$ cat config.mk
export PLATFORM = sky130hd
export DESIGN_NAME = fdiv_mant_ctrl
export DESIGN_NICKNAME = d
export VERILOG_FILES = /design/src/rtl/fdiv_mant_ctrl.sv
export SDC_FILE = /design/constraint.sdc
export NUM_CORES = 1
export LEC_CHECK = 0
export CORE_UTILIZATION = 38
export CTS_CLUSTER_DIAMETER = 120
export CTS_CLUSTER_SIZE = 28
export DETAILED_ROUTE_END_ITERATION = 12
export GPL_ROUTABILITY_DRIVEN = 1
export MAX_ROUTING_LAYER = met4
export PLACE_DENSITY = 0.8
export SYNTH_ARGS = -nofsm -noshare
export SYNTH_HDL_FRONTEND = slang
export SYNTH_SLANG_ARGS = --single-unit
$ cat constraint.sdc
create_clock -name clk -period 1.5 [get_ports clk]
set_input_delay 0.15 -clock clk [delete_from_list [all_inputs] [get_ports clk]]
set_output_delay 0.15 -clock clk [all_outputs]
set_load 0.02 [all_outputs]
$ cat src/rtl/fdiv_mant_ctrl.sv
// Sequencing controller for the 24-bit restoring mantissa divider.
// Optional divide-by-zero short-cut enabled by defining FDIV_DZ_DETECT_EN.
//
// state  | meaning
// IDLE   | waiting for start, all strobes low
// LOAD   | clear quotient, load dividend into remainder
// ITER   | one quotient bit per cycle, N_ITER cycles
// DONE   | one-cycle done pulse, quotient valid
module fdiv_mant_ctrl #(
    parameter int N_ITER = 24,
    parameter int CNT_W  = 5
) (
    input  logic             clk,
    input  logic             rst_n,
    input  logic             start,
    input  logic             abort,
    input  logic             r_ge,
    input  logic             dvsr_zero,
    output logic             busy,
    output logic             done,
    output logic             q_ld,
    output logic             q_sld,
    output logic             q_sin,
    output logic             r_ld,
    output logic             r_shift,
    output logic             r_sub,
    output logic [CNT_W-1:0] iter_cnt,
    output logic             dz
);

    typedef enum logic [1:0] {
        S_IDLE = 2'd0,
        S_LOAD = 2'd1,
        S_ITER = 2'd2,
        S_DONE = 2'd3
    } state_t;

    localparam logic [CNT_W-1:0] CNT_LAST = CNT_W'(N_ITER - 1);

    state_t           state, state_nxt;
    logic [CNT_W-1:0] cnt_nxt;

`ifdef FDIV_DZ_DETECT_EN
    logic dz_nxt;
`else
    logic unused_dvsr_zero;
    assign unused_dvsr_zero = dvsr_zero;
    assign dz = 1'b0;
`endif

    always_ff @(posedge clk or negedge rst_n) begin
        if (!rst_n) begin
            state    <= S_IDLE;
            iter_cnt <= '0;
        end else begin
            state    <= state_nxt;
            iter_cnt <= cnt_nxt;
        end
    end

`ifdef FDIV_DZ_DETECT_EN
    always_ff @(posedge clk or negedge rst_n) begin
        if (!rst_n) dz <= 1'b0;
        else        dz <= dz_nxt;
    end
`endif

    always_comb begin
        state_nxt = state;
        cnt_nxt   = iter_cnt;
`ifdef FDIV_DZ_DETECT_EN
        dz_nxt    = dz;
`endif
        busy      = 1'b0;
        done      = 1'b0;
        q_ld      = 1'b0;
        q_sld     = 1'b0;
        q_sin     = 1'b0;
        r_ld      = 1'b0;
        r_shift   = 1'b0;
        r_sub     = 1'b0;

        case (state)
            S_IDLE: begin
                cnt_nxt = '0;
                if (start) state_nxt = S_LOAD;
            end
            S_LOAD: begin
                busy      = 1'b1;
                q_ld      = 1'b1;
                r_ld      = 1'b1;
                cnt_nxt   = '0;
                state_nxt = S_ITER;
`ifdef FDIV_DZ_DETECT_EN
                dz_nxt = dvsr_zero;
                if (dvsr_zero) state_nxt = S_DONE;
`endif
            end
            S_ITER: begin
                busy    = 1'b1;
                q_sld   = 1'b1;
                r_shift = 1'b1;
                q_sin   = r_ge;
                r_sub   = r_ge;
                // Counter holds at the last index rather than wrapping.
                if (iter_cnt == CNT_LAST) state_nxt = S_DONE;
                else                      cnt_nxt   = iter_cnt + CNT_W'(1);
            end
            S_DONE: begin
                busy      = 1'b1;
                done      = 1'b1;
                state_nxt = S_IDLE;
            end
            default: state_nxt = S_IDLE;
        endcase

        // Abort overrides every transition, including start in IDLE.
        if (abort) begin
            state_nxt = S_IDLE;
            cnt_nxt   = '0;
        end
    end

endmodule

==> load_flow_metrics.sql, run 1 <==
INSERT INTO impl_metrics (metric_group, metric, value, unit) VALUES
('yosys', 'netlist_top_cells_area', 'dfrtp_1 31%, ha_1 13%, buf_4 6.7%', ''),
('timing', 'finalWorstPathRequiredPeriod', '1.458', 'ns'),
('yosys', 'synthesis.nets', '68', ''),
('critical_path', 'crit_slowest_cell', 'dfrtp_1', ''),
('floorplan', 'dieArea', '1629', 'um^2'),
('critical_path', 'worst-r2r-cell-count', '5', ''),
('critical_path', 'timing.critical_path.required', '1.35', 'ns'),
('floorplan', 'coreArea', '1334', 'um^2'),
('finish', 'final_cells', '99', ''),
('cts', 'cts-buffers-inserted', '3', ''),
('critical_path', 'critical_path_class', 'register to output port', ''),
('finish', 'synth_to_final_area_change', '49.22', '%'),
('pwr', 'cellLeakagePower', '0.4673', 'nW'),
('critical_path', 'worstPathMaxFanout', '3', ''),
('timing', 'finalSetupViolCount', '0', ''),
('yosys', 'post_synth_instance_area', '559.3', 'um^2'),
('job', 'drv_cap', '0', ''),
('status', 'outcome', 'finished, final reports clean', ''),
('timing', 'final_hold_viol_count', '0', ''),
('cts', 'tritoncts_clock_tree', 'done', ''),
('finish', 'nNetsFinal', '97', ''),
('placement', 'place_inst', '94', ''),
('global_route', 'grt_pass1_wl', '1987', 'um'),
('global_route', 'grt_antenna_before_repair', '0', ''),
('yosys', 'synth_cells', '56', ''),
('timing', 'timing.final.crit_share', '0.9718', ''),
('yosys', 'synth_sequential_area_ratio', '0.3132', ''),
('global_route', 'combined_global_route_utilization_of_all_metal_layers', '0.1967', ''),
('timing', 'finalClockSkew', '0.001873', 'ns'),
('floorplan', 'site_rows', '13', ''),
('pwr', 'worst_ir_drop_vdd', '0.0008921', 'V'),
('timing', 'rsz0062_at_grt', 'yes', ''),
('critical_path', 'r2r_start', 'state[1]', ''),
('critical_path', 'timing.rr.end', 'state[1]', ''),
('timing', 'finalWorstSetupSlack', '0.04224', 'ns'),
('critical_path', 'timing.reg2reg.setup_slack', '0.05', 'ns'),
('drt', 'route.detailed.vias_per_inst', '5.444', ''),
('cts', 'clock_tree.root_cell', 'clkbuf_4', ''),
('floorplan', 'initial_standard_cell_utilization_of_the_core', '0.4193', ''),
('global_route', 'number_of_global_route_vias_before_repair', '440', ''),
('finish', 'final_layout_size_suffix_gt1_frac', '0.3690', ''),
('global_route', 'grt_max_degree', '17', ''),
('placement', 'io_buffer_count', '17', ''),
('finish', 'antenna_cells_inserted', '0', ''),
('yosys', 'yosys.cell_types.count', '25', ''),
('critical_path', 'arrival_time_of_the_worst_setup_path', '1.31', 'ns'),
('drt', 'wirelength_per_cell', '14.40', 'um'),
('timing', 'achievable-frequency', '686.0', 'MHz'),
('floorplan', 'ios', '20', ''),
('yosys', 'yosysWarningCount', '0', ''),
('critical_path', 'longest_individual_stage_delay_on_the_worst_path', '0.39', 'ns'),
('cts', 'cts.htree.levels', '1', ''),
('cts', 'clk_pin_slew', '0.06', 'ns'),
('yosys', 'synthDominantCellAreaShare', '0.3132', ''),
('placement', 'routability_driven_placement_congestion_ratio', '0.7426', ''),
('critical_path', 'worst_setup_path_end_kind', 'output port', ''),
('cts', 'clock_sinks', '7', ''),
('timing', 'timing.final.max_slew_violations', '0', ''),
('critical_path', 'critPathLaunchType', 'register', ''),
('cts', 'cts_max_path_buffers', '2', ''),
('placement', 'dpl.hpwl', '1021', 'um'),
('cts', 'cts_hold_repair.buffers', '0', ''),
('drt', 'drc_errors', '0', ''),
('drt', 'drt_wl_total', '1426', 'um'),
('critical_path', 'timing.critical_path.cells', 'buf_4 -> ha_1 -> dlygate4sd2_1', ''),
('floorplan', 'dieWidth', '40.37', 'um'),
('pwr', 'powerDensity', '1526', 'nW/um^2'),
('global_route', 'grt_remaining_overflow', '0', ''),
('drt', 'vias', '539', ''),
('yosys', 'synth_seq_cells', '7', ''),
('floorplan', 'fp.dieH', '40.37', 'um'),
('yosys', 'syn-mean-instance-area', '9.987', 'um^2'),
('drt', 'initialDrtViolationCount', '17', ''),
('worst_hold_path', 'min_path_type', 'primary input to asynchronous set/reset pin', ''),
('placement', 'dp_worst_setup_slack', '-0.07700', 'ns'),
('drt', 'antenna_violating_nets_post_route', '0', ''),
('yosys', 'post-synth-top-area-cell', 'dfrtp_1', ''),
('drt', 'drt_pass1_iterations', '4', ''),
('cts', 'worstSkewPairLatency', '0.26', 'ns');
## layout make-up
cell class | instances | area [um^2]
Fill cell | 122 | 499.2
Multi-Input combinational cell | 39 | 350.3
Timing Repair Buffer | 29 | 241.5
Sequential cell | 7 | 177.7
Clock buffer | 3 | 22.52
Inverter | 5 | 18.77
Tap cell | 15 | 18.77
Clock inverter | 1 | 5.005
## timing repair
action,CTS,global route
buffers inserted,1,0
pin swaps,0,0
gates resized for setup,24,6
setup endpoints to repair,12,6
## cell usage in the layout (no fill, tap or decap)
master	instances
a2111oi_4	1
a211oi_1	1
a21oi_1	3
a311o_1	1
a32oi_1	1
and2_1	1
and3b_1	1
and4_1	2
buf_2	4
buf_4	11
buf_6	1
clkbuf_4	3
clkdlybuf4s15_1	1
clkdlybuf4s50_1	4
clkinv_2	1
conb_1	1
dfrtp_1	5
dfrtp_2	2
dlygate4sd2_1	6
dlymetal6s2s_1	2
ha_1	4
ha_2	1
ha_4	1
inv_1	3
inv_2	2
nand2_1	2
nand3_1	7
nand4_1	1
nand4b_4	1
nor2_1	2
nor2b_1	1
nor2b_4	1
nor4_2	1
o211ai_1	2
o21a_1	1
o221a_2	1
o41ai_1	1
## how the worst max path moves through the flow
stage,start,end,slack [ns],cells past startpoint
finish,state[0],q_ld,0.04,3
global route,state[0],q_ld,-0.01,3
CTS,iter_cnt[1],iter_cnt[1],0.002,2
detailed placement,state[0],q_sin,-0.08,4
global placement,state[0],q_sin,-0.04,4
floorplan,state[0],r_sub,-0.01,5
## Yosys cell counts (all sizes together)
master   n
dfrtp    7
nand3    7
ha       6
buf      5
inv      5
a21oi    3
and4     2
nand2    2
nor2     2
nor2b    2
o211ai   2
a2111oi  1
a211oi   1
a311o    1
a32oi    1
and2     1
and3b    1
conb     1
nand4    1
nand4b   1
nor4     1
o21a     1
o221a    1
o41ai    1
## through the flow
stage | hold slack [ns] | cell area [um^2] | TNS [ns] | power, mW | util
floorplan | -0.1456 | 576.8 | -0.01151 | 0.7911 | -
global placement | 0.4312 | 810.8 | -0.1224 | 1.094 | 0.6079
detailed placement | 0.4327 | 810.8 | -0.2659 | 1.118 | 0.6079
CTS | 0.1551 | 819.5 | 0 | 1.254 | 0.6144
global route | 0.1645 | 834.6 | -0.02858 | 1.377 | 0.6257
finish | 0.1505 | 834.6 | 0 | 1.273 | 0.6257
## sequential cells by signal (all words and copies together), names as in the netlist
signal,count
iter_cnt,5
state,2
## critical path: cells and delay by family (launching register included)
family | cells | cell delay [ns]
DFF | 1 | 0.39
adders and majority gates | 1 | 0.19
buffers and inverters | 2 | 0.47
## cells by family after synthesis
logic type | after synthesis | share of synthesized area
DFF | 7 | 0.3132
buffers and inverters | 10 | 0.1007
other | 1 | 0.006705
AOI/OAI and AO/OA | 12 | 0.1991
and+or+nand+nor | 20 | 0.2461
adders and majority gates | 6 | 0.1342
## where the power goes
part | switching [mW] | internal, mW
clock network | 0.0841 | 0.0982
registers | 0.0371 | 0.227
logic | 0.449 | 0.377
total | 0.571 | 0.702
## routing by layer
metal  global-route usage  share of wire  routed length [um]  vias up
met5                    -              0                   0        -
met4              0.07500              0                   0        0
met1               0.2252           0.42                 599      270
met3              0.03333          0.034                  49        0
li1                     -              -                   -      257
met2               0.3373           0.54                 777       12
No activity file was read; power rests on OpenSTA's default activity.
==> run 2: changes to the inputs <==
--- a/config.mk
+++ b/config.mk
@@ -12,6 +12,7 @@
 export GPL_ROUTABILITY_DRIVEN = 1
 export MAX_ROUTING_LAYER = met4
 export PLACE_DENSITY = 0.8
+export SKIP_CTS_REPAIR_TIMING = 1
 export SYNTH_ARGS = -nofsm -noshare
 export SYNTH_HDL_FRONTEND = slang
 export SYNTH_SLANG_ARGS = --single-unit
==> run 2 against run 1 <==
  * Via count is 2.0% lower
  * Critical path depth is 2 higher
  * Critical endpoint is now state[1]
  * Combinational power increased by 1%
  * Sequential share of layout area shrank 0.65 points
  * Worst hold slack lost 0.010 ns
==> load_flow_metrics.sql, run 2 (synthesized netlist as in run 1, its figures left out) <==
INSERT INTO impl_metrics (metric_group, metric, value, unit) VALUES
('floorplan', 'ios', '20', ''),
('finish', 'final_design_area_no_fill', '867.1', 'um^2'),
('finish', 'post-route-util', '0.6501', ''),
('floorplan', 'dieArea', '1629', 'um^2'),
('floorplan', 'coreArea', '1334', 'um^2'),
('critical_path', 'critical_path_buf_inv_count', '2', ''),
('cts', 'cts.htree.levels', '1', ''),
('pwr', 'worst_ir_drop_vdd', '0.0009605', 'V'),
('drt', 'drt_wl_total', '1430', 'um'),
('floorplan', 'dieWidth', '40.37', 'um'),
('global_route', 'number_of_global_route_vias_before_repair', '438', ''),
('critical_path', 'crit_slowest_cell', 'dfrtp_1', ''),
('status', 'outcome', 'finished, final reports clean', ''),
('cts', 'clock_tree.root_cell', 'clkbuf_4', ''),
('finish', 'largest_register', 'iter_cnt', ''),
('timing', 'finalSetupViolCount', '0', ''),
('critical_path', 'longest_individual_stage_delay_on_the_worst_path', '0.39', 'ns'),
('finish', 'mostFrequentLayoutCells', '11 x dlymetal6s2s_1, 11 x buf_4, 7 x nand3_1', ''),
('timing', 'rsz0062_at_grt', 'no', ''),
('pwr', 'powerDensity', '1508', 'nW/um^2'),
('global_route', 'grt_antenna_before_repair', '0', ''),
('critical_path', 'arrival_time_of_the_worst_setup_path', '1.55', 'ns'),
('timing', 'timing.final.crit_share', '0.9351', ''),
('timing', 'timing.final.max_slew_violations', '0', ''),
('drt', 'antenna_violating_nets_post_route', '0', ''),
('job', 'drv_cap', '0', ''),
('critical_path', 'cp_top_family', 'compound AO/OA/AOI/OAI gates', ''),
('placement', 'dp_worst_setup_slack', '-0.07700', 'ns'),
('timing', 'final_hold_viol_count', '0', ''),
('timing', 'holdWs', '0.1404', 'ns'),
('drt', 'drc_errors', '0', ''),
('finish', 'nNetsFinal', '96', ''),
('critical_path', 'critical_path_class', 'register to register', ''),
('cts', 'tritoncts_clock_tree', 'done', ''),
('cts', 'cts-buffers-inserted', '3', ''),
('pwr', 'cellLeakagePower', '0.5775', 'nW'),
('critical_path', 'r2r_start', 'state[0]', ''),
('critical_path', 'critPathLaunchType', 'register', ''),
('critical_path', 'worstPathMaxFanout', '16', ''),
('finish', 'biggestRegsByFlops', 'iter_cnt (5), state (2)', ''),
('critical_path', 'timing.critical_path.cells', 'inv_2 -> ha_4 -> buf_4 -> a2111oi_4 -> a311o_1', ''),
('cts', 'worstSkewPairLatency', '0.26', 'ns'),
('drt', 'initialDrtViolationCount', '12', ''),
('finish', 'final_layout_size_suffix_gt1_frac', '0.3735', ''),
('placement', 'routability_driven_placement_congestion_ratio', '0.7426', ''),
('global_route', 'grt_remaining_overflow', '0', ''),
('finish', 'final.fill_count', '116', ''),
('floorplan', 'initial_standard_cell_utilization_of_the_core', '0.4193', ''),
('worst_hold_path', 'min_path_type', 'primary input to asynchronous set/reset pin', ''),
('timing', 'finalWorstSetupSlack', '0.09734', 'ns'),
('critical_path', 'crit_start', 'state[0]', ''),
('drt', 'vias', '528', ''),
('placement', 'dpl.hpwl', '1021', 'um'),
('floorplan', 'site_rows', '13', ''),
('global_route', 'grt_pass1_wl', '1959', 'um'),
('critical_path', 'worst_setup_path_end_kind', 'register', ''),
('drt', 'route.detailed.vias_per_inst', '5.388', ''),
('finish', 'synth_to_final_area_change', '55.03', '%'),
('finish', 'final_cells', '98', ''),
('timing', 'fin_setup_tns', '0', 'ns'),
('global_route', 'combined_global_route_utilization_of_all_metal_layers', '0.1944', ''),
('placement', 'post_dp_cell_area', '810.8', 'um^2'),
('finish', 'antenna_cells_inserted', '0', ''),
('timing', 'achievable-frequency', '712.9', 'MHz'),
('finish', 'largest_register_ffs', '5', ''),
('floorplan', 'fp.dieH', '40.37', 'um'),
('global_route', 'grt_max_degree', '17', ''),
('pwr', 'pwr_total', '1.307', 'mW'),
('timing', 'finalWorstPathRequiredPeriod', '1.403', 'ns'),
('cts', 'clk_pin_slew', '0.07', 'ns'),
('drt', 'drt_pass1_iterations', '4', ''),
('drt', 'wirelength_per_cell', '14.59', 'um'),
('timing', 'finalClockSkew', '0.004205', 'ns'),
('cts', 'cts_max_path_buffers', '2', ''),
('placement', 'io_buffer_count', '17', ''),
('cts', 'clock_sinks', '7', ''),
('placement', 'place_inst', '94', ''),
('critical_path', 'timing.critical_path.required', '1.65', 'ns');
## run 2: cell types whose count changed in the layout (fill, tap and decap cells not counted), moves of 2 or more
cell            before  now
dlymetal6s2s_1       2   11
dlygate4sd2_1        6    0
buf_2                4    0
clkbuf_2             0    2
## run 2: worst paths after layout
kind                                to  slack (ns)  cells after the start
setup / recovery              state[1]         0.1                      5
hold / removal                state[0]        0.14                      1
setup reg to reg              state[1]         0.1                      5
hold reg to reg            iter_cnt[3]        0.57                      1
max in group asynchronous  iter_cnt[1]        1.09                      1
min in group clk           iter_cnt[3]        0.57                      1
## run 2: report_power, final
group	total [mW]	internal [mW]	switching [mW]
registers	0.279	0.230	0.0487
clock network	0.191	0.0986	0.0920
logic	0.838	0.400	0.438
## run 2: routing by layer
layer,GRT usage,vias up,part of all wire
li1,-,257,-
met1,0.2219,254,0.44
met2,0.3333,14,0.52
met3,0.03333,3,0.034
met4,0.07500,0,0.012
met5,-,-,0
## run 2: layout make-up
type,count,area [um^2],area share
clock buffer,3,22.52,0.02597
inverter,5,18.77,0.02165
clock inverter,1,5.005,0.005772
sequential,7,178.9,0.2063
timing repair buffer,28,270.3,0.3117
tap,15,18.77,0.02165
multi-input combinational,39,352.8,0.4069
==> run 3: changes to the inputs <==
--- a/config.mk
+++ b/config.mk
@@ -5,6 +5,7 @@
 export SDC_FILE = /design/constraint.sdc
 export NUM_CORES = 1
 export LEC_CHECK = 0
+export CAP_MARGIN = 10
 export CORE_UTILIZATION = 38
 export CTS_CLUSTER_DIAMETER = 120
 export CTS_CLUSTER_SIZE = 28
@@ -12,6 +13,7 @@
 export GPL_ROUTABILITY_DRIVEN = 1
 export MAX_ROUTING_LAYER = met4
 export PLACE_DENSITY = 0.8
+export SETUP_SLACK_MARGIN = 0.4
 export SKIP_CTS_REPAIR_TIMING = 1
 export SYNTH_ARGS = -nofsm -noshare
 export SYNTH_HDL_FRONTEND = slang
==> run 3 against run 2 <==
  * First-iteration DRC count up 17%
  * Final cell count unchanged
  * Utilization unchanged
  * Power up 3.0%
==> load_flow_metrics.sql, run 3 (synthesized netlist as in run 1, its figures left out) <==
INSERT INTO impl_metrics (metric_group, metric, value, unit) VALUES
('finish', 'largest_register_ffs', '5', ''),
('finish', 'synth_to_final_area_change', '55.03', '%'),
('pwr', 'pwr_total', '1.347', 'mW'),
('timing', 'finalSetupViolCount', '0', ''),
('drt', 'wirelength_per_cell', '15.47', 'um'),
('finish', 'nNetsFinal', '96', ''),
('floorplan', 'ios', '20', ''),
('critical_path', 'critPathLaunchType', 'register', ''),
('critical_path', 'worst-r2r-cell-count', '5', ''),
('critical_path', 'timing.critical_path.cells', 'inv_2 -> ha_4 -> buf_8 -> nand2_1 -> o41ai_1', ''),
('critical_path', 'endpoint', 'iter_cnt[3]', ''),
('timing', 'holdWs', '0.1581', 'ns'),
('finish', 'biggestRegsByFlops', 'iter_cnt (5), state (2)', ''),
('placement', 'dp_worst_setup_slack', '-0.02548', 'ns'),
('floorplan', 'initial_standard_cell_utilization_of_the_core', '0.4193', ''),
('global_route', 'number_of_global_route_vias_before_repair', '458', ''),
('critical_path', 'crit_slowest_cell', 'o41ai_1', ''),
('floorplan', 'coreArea', '1334', 'um^2'),
('critical_path', 'timing.critical_path.required', '1.62', 'ns'),
('timing', 'rsz0062_at_grt', 'yes', ''),
('finish', 'largest_register', 'iter_cnt', ''),
('floorplan', 'dieArea', '1629', 'um^2'),
('critical_path', 'worstSetupPathDepth', '5', ''),
('critical_path', 'worst_setup_path_end_kind', 'register', ''),
('pwr', 'powerDensity', '1553', 'nW/um^2'),
('timing', 'finalWorstPathRequiredPeriod', '1.429', 'ns'),
('drt', 'vias', '558', ''),
('drt', 'initialDrtViolationCount', '14', ''),
('drt', 'drc_errors', '0', ''),
('drt', 'drt_pass1_iterations', '7', ''),
('cts', 'cts.htree.levels', '1', ''),
('critical_path', 'critical_path_class', 'register to register', ''),
('finish', 'final_design_area_no_fill', '867.1', 'um^2'),
('drt', 'route.detailed.vias_per_inst', '5.694', ''),
('critical_path', 'cp_top_family', 'compound AO/OA/AOI/OAI gates', ''),
('global_route', 'combined_global_route_utilization_of_all_metal_layers', '0.2000', ''),
('timing', 'timing.final.max_slew_violations', '0', ''),
('placement', 'dpl.hpwl', '1031', 'um'),
('global_route', 'grt_pass1_wl', '1980', 'um'),
('critical_path', 'r2r_start', 'state[0]', ''),
('critical_path', 'arrival_time_of_the_worst_setup_path', '1.55', 'ns'),
('cts', 'tritoncts_clock_tree', 'done', ''),
('timing', 'finalClockSkew', '0.005242', 'ns'),
('finish', 'antenna_cells_inserted', '0', ''),
('status', 'outcome', 'finished, final reports clean', ''),
('timing', 'achievable-frequency', '700.0', 'MHz'),
('floorplan', 'dieWidth', '40.37', 'um'),
('finish', 'post-route-util', '0.6501', ''),
('critical_path', 'timing.rr.end', 'iter_cnt[3]', ''),
('cts', 'cts_max_path_buffers', '2', ''),
('cts', 'cts-buffers-inserted', '3', ''),
('drt', 'drt_wl_total', '1516', 'um'),
('floorplan', 'fp.dieH', '40.37', 'um'),
('global_route', 'grt_remaining_overflow', '0', ''),
('floorplan', 'site_rows', '13', ''),
('critical_path', 'worstPathMaxFanout', '16', ''),
('job', 'drv_cap', '0', ''),
('cts', 'clk_pin_slew', '0.05', 'ns'),
('timing', 'finalWorstSetupSlack', '0.07139', 'ns'),
('drt', 'antenna_violating_nets_post_route', '0', ''),
('cts', 'clock_sinks', '7', ''),
('placement', 'routability_driven_placement_congestion_ratio', '0.7436', ''),
('global_route', 'grt_max_degree', '17', ''),
('placement', 'io_buffer_count', '17', ''),
('timing', 'timing.final.crit_share', '0.9524', ''),
('placement', 'post_dp_cell_area', '799.5', 'um^2'),
('critical_path', 'crit_start', 'state[0]', ''),
('finish', 'final_layout_size_suffix_gt1_frac', '0.5542', ''),
('finish', 'mostFrequentLayoutCells', '12 x buf_4, 7 x nand3_1, 5 x dfrtp_2, 5 x buf_6', ''),
('pwr', 'worst_ir_drop_vdd', '0.0008242', 'V'),
('worst_hold_path', 'min_path_type', 'primary input to asynchronous set/reset pin', ''),
('critical_path', 'timing.reg2reg.setup_slack', '0.07', 'ns'),
('timing', 'final_hold_viol_count', '0', ''),
('finish', 'commonest_non_fill_non_tap_cell_in_the_layout', 'buf_4', ''),
('cts', 'clock_tree.root_cell', 'clkbuf_4', ''),
('global_route', 'grt_antenna_before_repair', '0', ''),
('critical_path', 'longest_individual_stage_delay_on_the_worst_path', '0.40', 'ns'),
('pwr', 'cellLeakagePower', '0.4310', 'nW'),
('critical_path', 'critical_path_buf_inv_count', '2', ''),
('cts', 'worstSkewPairLatency', '0.26', 'ns');
-- run 3: per-layer routing --
metal	track usage	wire [um]	vias up
li1	-	-	259
met1	0.2145	631	265
met2	0.3135	734	25
met3	0.05000	79	9
met4	0.1500	70	0
met5	-	0	-
-- run 3: cell type report --
class	instances	area (um^2)
clock buffers	4	26.28
well taps	15	18.77
flip-flops and latches	7	181.4
inverters	5	18.77
multi-input cells	39	382.9
fillers	106	466.7
repair buffers	28	239.0
-- run 3: where the power goes --
part	switching, mW	internal (mW)
logic	0.480	0.406
clock network	0.0761	0.102
registers	0.0505	0.232
total	0.607	0.740
-- run 3: worst min path at each step --
stage | from | endpoint | slack (ns)
2_1_floorplan | rst_n | iter_cnt[0] | -0.15
3_5_place_dp | rst_n | state[0] | 0.44
5_1_grt | rst_n | iter_cnt[3] | 0.18
6_report | rst_n | state[0] | 0.16
4_1_cts | rst_n | state[0] | 0.17
3_3_place_gp | rst_n | state[0] | 0.44
-- run 3: stage by stage --
stage | cells | setup TNS [ns]
after floorplan | 56 | 0
after global placement | 88 | -0.01569
after detailed placement | 88 | -0.04615
after CTS | 92 | -1.911
after global routing | 98 | 0
final | 98 | 0
-- run 3: worst register-to-register path: stages (launching register included) --
cell and delay (ns):
dfrtp_1 0.38, inv_2 0.12, ha_4 0.16, buf_8 0.15, nand2_1 0.07, o41ai_1 0.40
